==> src/rtl/iob_fifo_sync_ctrl_if.sv <==
// Push/pop user bus plus the 2-port RAM side of the FIFO controller.
// slave is the controller view; master is the user-plus-RAM view.
interface iob_fifo_sync_ctrl_if #(
  parameter int DATA_W = 8,
  parameter int ADDR_W = 4
);
  logic              w_en;
  logic [DATA_W-1:0] w_data;
  logic              w_full;
  logic              w_almost_full;
  logic              r_en;
  logic [DATA_W-1:0] r_data;
  logic              r_valid;
  logic              r_empty;
  logic              r_almost_empty;
  logic [ADDR_W:0]   level;
  logic              overflow;
  logic              underflow;
  logic              ext_mem_w_en;
  logic [ADDR_W-1:0] ext_mem_w_addr;
  logic [DATA_W-1:0] ext_mem_w_data;
  logic              ext_mem_r_en;
  logic [ADDR_W-1:0] ext_mem_r_addr;
  logic [DATA_W-1:0] ext_mem_r_data;

  modport slave (
    input  w_en, w_data, r_en, ext_mem_r_data,
    output w_full, w_almost_full, r_data, r_valid, r_empty, r_almost_empty,
           level, overflow, underflow,
           ext_mem_w_en, ext_mem_w_addr, ext_mem_w_data,
           ext_mem_r_en, ext_mem_r_addr
  );

  modport master (
    output w_en, w_data, r_en, ext_mem_r_data,
    input  w_full, w_almost_full, r_data, r_valid, r_empty, r_almost_empty,
           level, overflow, underflow,
           ext_mem_w_en, ext_mem_w_addr, ext_mem_w_data,
           ext_mem_r_en, ext_mem_r_addr
  );
endinterface

==> src/rtl/iob_fifo_sync_ctrl.sv <==
// Synchronous FIFO controller for an external 2-port RAM with 1-cycle read latency.
// Push/pop are accepted from pre-edge flags only; rejected requests set sticky overflow/underflow.
module iob_fifo_sync_ctrl #(
  parameter int DATA_W           = 8,
  parameter int ADDR_W           = 4,
  parameter int ALMOST_FULL_LVL  = 14,
  parameter int ALMOST_EMPTY_LVL = 2
) (
  input  logic                  clk,
  input  logic                  arst_n,
  input  logic                  rst,
  iob_fifo_sync_ctrl_if.slave   bus
);

  localparam logic [ADDR_W:0] DEPTH  = (ADDR_W+1)'(1 << ADDR_W);
  localparam logic [ADDR_W:0] AF_LVL = (ADDR_W+1)'(ALMOST_FULL_LVL);
  localparam logic [ADDR_W:0] AE_LVL = (ADDR_W+1)'(ALMOST_EMPTY_LVL);
  localparam logic [ADDR_W:0] ONE    = (ADDR_W+1)'(1);

  logic [ADDR_W:0] wptr_q, wptr_d;
  logic [ADDR_W:0] rptr_q, rptr_d;
  logic [ADDR_W:0] level_q, level_d;
  logic            r_valid_q, r_valid_d;
  logic            overflow_q, overflow_d;
  logic            underflow_q, underflow_d;
  logic            full, empty, push_ok, pop_ok;

  always_comb begin
    full        = (level_q == DEPTH);
    empty       = (level_q == '0);
    push_ok     = bus.w_en & ~full & ~rst;
    pop_ok      = bus.r_en & ~empty & ~rst;
    wptr_d      = push_ok ? wptr_q + ONE : wptr_q;
    rptr_d      = pop_ok ? rptr_q + ONE : rptr_q;
    level_d     = level_q;
    if (push_ok && !pop_ok) begin
      level_d = level_q + ONE;
    end else if (!push_ok && pop_ok) begin
      level_d = level_q - ONE;
    end
    r_valid_d   = pop_ok;
    overflow_d  = overflow_q | (bus.w_en & full);
    underflow_d = underflow_q | (bus.r_en & empty);
    // Flush wins over any request presented in the same cycle.
    if (rst) begin
      wptr_d      = '0;
      rptr_d      = '0;
      level_d     = '0;
      r_valid_d   = 1'b0;
      overflow_d  = 1'b0;
      underflow_d = 1'b0;
    end
  end

  always_ff @(posedge clk or negedge arst_n) begin
    if (!arst_n) begin
      wptr_q      <= '0;
      rptr_q      <= '0;
      level_q     <= '0;
      r_valid_q   <= 1'b0;
      overflow_q  <= 1'b0;
      underflow_q <= 1'b0;
    end else begin
      wptr_q      <= wptr_d;
      rptr_q      <= rptr_d;
      level_q     <= level_d;
      r_valid_q   <= r_valid_d;
      overflow_q  <= overflow_d;
      underflow_q <= underflow_d;
    end
  end

  assign bus.w_full         = full;
  assign bus.w_almost_full  = (level_q >= AF_LVL);
  assign bus.r_empty        = empty;
  assign bus.r_almost_empty = (level_q <= AE_LVL);
  assign bus.level          = level_q;
  assign bus.overflow       = overflow_q;
  assign bus.underflow      = underflow_q;
  assign bus.r_valid        = r_valid_q;
  assign bus.r_data         = bus.ext_mem_r_data;

  assign bus.ext_mem_w_en   = push_ok;
  assign bus.ext_mem_w_addr = wptr_q[ADDR_W-1:0];
  assign bus.ext_mem_w_data = bus.w_data;
  assign bus.ext_mem_r_en   = pop_ok;
  assign bus.ext_mem_r_addr = rptr_q[ADDR_W-1:0];

  // The extra pointer bit keeps the pointer distance equal to the stored level.
  assert property (@(posedge clk) disable iff (!arst_n) (wptr_q - rptr_q) == level_q);

endmodule

==> src/flat_wrapper.sv <==
// flat-port wrapper written by rule: the top's interface ports become plain ports
module iob_fifo_sync_ctrl_flat 
#(
  parameter int DATA_W           = 8,
  parameter int ADDR_W           = 4,
  parameter int ALMOST_FULL_LVL  = 14,
  parameter int ALMOST_EMPTY_LVL = 2
)
  (clk, arst_n, rst, bus_w_en, bus_w_data, bus_r_en, bus_ext_mem_r_data, bus_w_full, bus_w_almost_full, bus_r_data, bus_r_valid, bus_r_empty, bus_r_almost_empty, bus_level, bus_overflow, bus_underflow, bus_ext_mem_w_en, bus_ext_mem_w_addr, bus_ext_mem_w_data, bus_ext_mem_r_en, bus_ext_mem_r_addr);
  iob_fifo_sync_ctrl_if #(.DATA_W(DATA_W), .ADDR_W(ADDR_W)) bus_i ();
  input  logic clk;
  input  logic arst_n;
  input  logic rst;
  input wire logic [$bits(bus_i.w_en)-1:0] bus_w_en;
  input wire logic [$bits(bus_i.w_data)-1:0] bus_w_data;
  input wire logic [$bits(bus_i.r_en)-1:0] bus_r_en;
  input wire logic [$bits(bus_i.ext_mem_r_data)-1:0] bus_ext_mem_r_data;
  output wire logic [$bits(bus_i.w_full)-1:0] bus_w_full;
  output wire logic [$bits(bus_i.w_almost_full)-1:0] bus_w_almost_full;
  output wire logic [$bits(bus_i.r_data)-1:0] bus_r_data;
  output wire logic [$bits(bus_i.r_valid)-1:0] bus_r_valid;
  output wire logic [$bits(bus_i.r_empty)-1:0] bus_r_empty;
  output wire logic [$bits(bus_i.r_almost_empty)-1:0] bus_r_almost_empty;
  output wire logic [$bits(bus_i.level)-1:0] bus_level;
  output wire logic [$bits(bus_i.overflow)-1:0] bus_overflow;
  output wire logic [$bits(bus_i.underflow)-1:0] bus_underflow;
  output wire logic [$bits(bus_i.ext_mem_w_en)-1:0] bus_ext_mem_w_en;
  output wire logic [$bits(bus_i.ext_mem_w_addr)-1:0] bus_ext_mem_w_addr;
  output wire logic [$bits(bus_i.ext_mem_w_data)-1:0] bus_ext_mem_w_data;
  output wire logic [$bits(bus_i.ext_mem_r_en)-1:0] bus_ext_mem_r_en;
  output wire logic [$bits(bus_i.ext_mem_r_addr)-1:0] bus_ext_mem_r_addr;
  assign bus_i.w_en = bus_w_en;
  assign bus_i.w_data = bus_w_data;
  assign bus_i.r_en = bus_r_en;
  assign bus_i.ext_mem_r_data = bus_ext_mem_r_data;
  assign bus_w_full = bus_i.w_full;
  assign bus_w_almost_full = bus_i.w_almost_full;
  assign bus_r_data = bus_i.r_data;
  assign bus_r_valid = bus_i.r_valid;
  assign bus_r_empty = bus_i.r_empty;
  assign bus_r_almost_empty = bus_i.r_almost_empty;
  assign bus_level = bus_i.level;
  assign bus_overflow = bus_i.overflow;
  assign bus_underflow = bus_i.underflow;
  assign bus_ext_mem_w_en = bus_i.ext_mem_w_en;
  assign bus_ext_mem_w_addr = bus_i.ext_mem_w_addr;
  assign bus_ext_mem_w_data = bus_i.ext_mem_w_data;
  assign bus_ext_mem_r_en = bus_i.ext_mem_r_en;
  assign bus_ext_mem_r_addr = bus_i.ext_mem_r_addr;
  iob_fifo_sync_ctrl #(.DATA_W(DATA_W), .ADDR_W(ADDR_W), .ALMOST_FULL_LVL(ALMOST_FULL_LVL), .ALMOST_EMPTY_LVL(ALMOST_EMPTY_LVL)) u_core (.clk(clk), .arst_n(arst_n), .rst(rst), .bus(bus_i));
endmodule
==> config.mk <==
export PLATFORM = sky130hd
export DESIGN_NAME = iob_fifo_sync_ctrl_flat
export DESIGN_NICKNAME = d
export VERILOG_FILES = /design/src/rtl/iob_fifo_sync_ctrl_if.sv /design/src/rtl/iob_fifo_sync_ctrl.sv /design/src/flat_wrapper.sv
export SDC_FILE = /design/constraint.sdc
export NUM_CORES = 1
export LEC_CHECK = 0
export ABC_CLOCK_PERIOD_IN_PS = 3100
export BUFFER_PORTS_ARGS = -buffer_cell sky130_fd_sc_hd__buf_2
export CAP_MARGIN = 20
export CORE_MARGIN = 2
export CORE_UTILIZATION = 25
export DETAILED_ROUTE_END_ITERATION = 10
export GPL_TIMING_DRIVEN = 1
export PLACE_DENSITY = 0.49
export SLEW_MARGIN = 20
export SYNTH_ARGS = -nofsm -noshare
export SYNTH_HDL_FRONTEND = slang
export SYNTH_SLANG_ARGS = --single-unit
==> constraint.sdc <==
create_clock -name clk -period 3.1 [get_ports clk]
set_input_delay 0.155 -clock clk [delete_from_list [all_inputs] [get_ports clk]]
set_output_delay 0.155 -clock clk [all_outputs]
set_load 0.02 [all_outputs]
==> run metrics <==
row count 24; Synth Area in Adders 8.47%; antenna-violating nets left 0; DR iter-0 viols 7; PD cells 1010 mW/mm²; Max Fclk 0.355 GHz; final hold slack 0.261 ns; Die H 71 µm; status complete, no violations; Die Area 0.00504 mm²; Post-Synthesis Cell Area 0.00112 mm²; setup violators final 0; Vias/cell 4.66; CP Max Fanout 8; antenna violations before repair 0; ys async rst share 100%; most common cell after layout, fill and taps aside buf_2; n_diodes 0; area grow syn2layout 10.3%; Port Buffer Count 26; combinational family with the most area after synthesis simple AND/OR/NAND/NOR gates; XOR/XNOR share of the synthesized area 5.46%; post-route minimum period 2.82 ns; Worst Hold Class primary input to flop; GRT Total Usage 10.2%; Synth Area in Compound Gates 13.9%; average wire per standard cell 14.0 µm; H-tree Lvls 1; Worst EP arrival 2.93 ns; setup repair after global routing missed its margin no; clk buf depth 2; pin count of the biggest net entering global routing 21; Post-synth EDFFs 0; maxcap violations 0; vias in the first global route 859; Skew-Pair Late Insertion Delay 0.25 ns; syn avg cell area 9.43 µm²; Net Count, Synth 147; share of cells above drive strength 1 26.9%; vias 848; first-pass GRT wire length 4090 µm; Filler cells 473; Ports 59; grt total ovfl 0; leakage 0.000610 µW; register area share after synthesis 35.7%; chip width 71 µm; Clock Skew 0.00376 ns; Total Neg Setup Slack 0 ns; Placer Congestion 0.874; CTS tree yes; final hold violations 0; mux contribution to synthesized area 6.47%; Synth warnings 0; Synth Area in Simple Gates 16.3%; WS Path Type flop to flop; CP Launch Type flop; Root Buffer clkbuf_8; most frequent cells in the layout 26 x buf_2, 16 x nor2_1, 16 x dfrtp_1, 8 x a21oi_1, 6 x ha_1; Seq cells post-synth 16; CTS Buf Count 3; clk sinks 16; Final Max Slew Viols 0; final net count 160; Pre-antenna DRT Iters 4; Cells after Synth 119; Detailed Route WL 2540 µm; drc violations 0; Rel. slew slack 60.9%; Critical Path End Type flop; maximum vdd drop 0.355 mV; period utilization 90.8%; Primary FF master, synth dfrtp_1; core area 0.00435 mm²; Tightest Pin Transition 0.581 ns; CTS clk-pin slew, worst paths 0.06 ns; Worst Path Required 3.22 ns; DP HPWL 1910 µm; Synth cell types 34; initial cell density of the core 25.8%
==> synth_stat cells, types with 2 or more instances <==
library cell / n / area share [%]
nand2b_1: 3 / 1.7
buf_4: 16 / 11
nor3_1: 2 / 0.89
and2_1: 2 / 1.1
nand3_1: 5 / 2.2
a21oi_1: 8 / 3.6
ha_1: 6 / 6.7
dfrtp_1: 16 / 36
nor2_1: 16 / 5.4
and3_1: 2 / 1.1
mux2i_1: 5 / 4.5
xnor2_1: 3 / 2.3
o211ai_1: 3 / 2.0
inv_1: 2 / 0.67
xor2_1: 4 / 3.1
nand2_1: 2 / 0.67
clkbuf_1: 4 / 1.3
a211oi_1: 3 / 2.0
o21ai_0: 2 / 0.89
==> power breakdown <==
group	total (µW)	internal [µW]	switching, µW
sequential	345	264	81.0
clock	154	86.0	68.5
combinational	745	298	447
total	1240	648	596
==> logic make-up after synthesis <==
group / count (synthesis)
flops: 16
mux: 6
simple gates: 37
fa+ha+maj: 7
buf+inv: 23
xor+xnor: 7
compound gates: 23
==> flip-flops by register name, indices dropped and copies added (netlist names) <==
signal,cells
u_core.bus.level,5
u_core.wptr_q,4
u_core.bus.underflow,1
u_core.bus.r_valid,1
u_core.bus.overflow,1
u_core.rptr_q,4
==> path summary, 6_finish.rpt <==
check	start	to	cells past startpoint	slack [ns]
min in group asynchronous	arst_n	u_core.rptr_q[2]	2	0.36
max in group asynchronous	arst_n	u_core.bus.level[0]	2	2.47
worst min register to register	u_core.bus.underflow	u_core.bus.underflow	2	0.50
worst max-delay path	u_core.bus.level[1]	u_core.bus.level[4]	8	0.28
worst max register to register	u_core.bus.level[1]	u_core.bus.level[4]	8	0.28
worst min-delay path	bus_w_en	u_core.bus.level[4]	3	0.26
==> worst max-delay path, stage by stage, from the launching register on <==
cell	delay, ns
dfrtp_1	0.48
or4_1	0.67
o21ai_2	0.26
nand2_1	0.20
ha_1	0.37
a21oi_1	0.23
and2_1	0.19
mux2i_1	0.19
a31oi_1	0.09
==> timing repair <==
action	CTS	global route
hold buffers	1	0
gates resized for setup	0	0
hold endpoints to repair	16	0
buffers inserted	0	0
==> through the flow <==
stage / std cells / instance area (µm²) / util (%) / power, µW / worst slack, ns
CTS: 182 / 1240 / 28.4 / 1260 / 0.259
floorplan: 119 / 1120 / - / 922 / 0.0545
detailed placement: 178 / 1190 / 27.2 / 1100 / 0.282
global placement: 178 / 1190 / 27.2 / 1090 / 0.389
global route: 182 / 1240 / 28.4 / 1350 / 0.0918
finish: 182 / 1240 / 28.4 / 1240 / 0.285
==> area by class of cell <==
type                       instances  area [µm²]  share of cell area, %
inverter                           2        7.51                  0.607
clock buffer                       3        41.3                   3.34
sequential                        16         400                   32.4
tap                               52        65.1                   5.26
multi-input combinational         80         568                   45.9
timing repair buffer              29         155                   12.5
==> metal layers <==
layer	part of all wire, %	up-vias	GRT usage [%]
li1	-	419	-
met1	47	402	13.3
met2	47	19	16.8
met3	4.3	8	2.28
met4	1.2	0	3.14
met5	0	-	0
No activity file was read; power rests on OpenSTA's default activity.
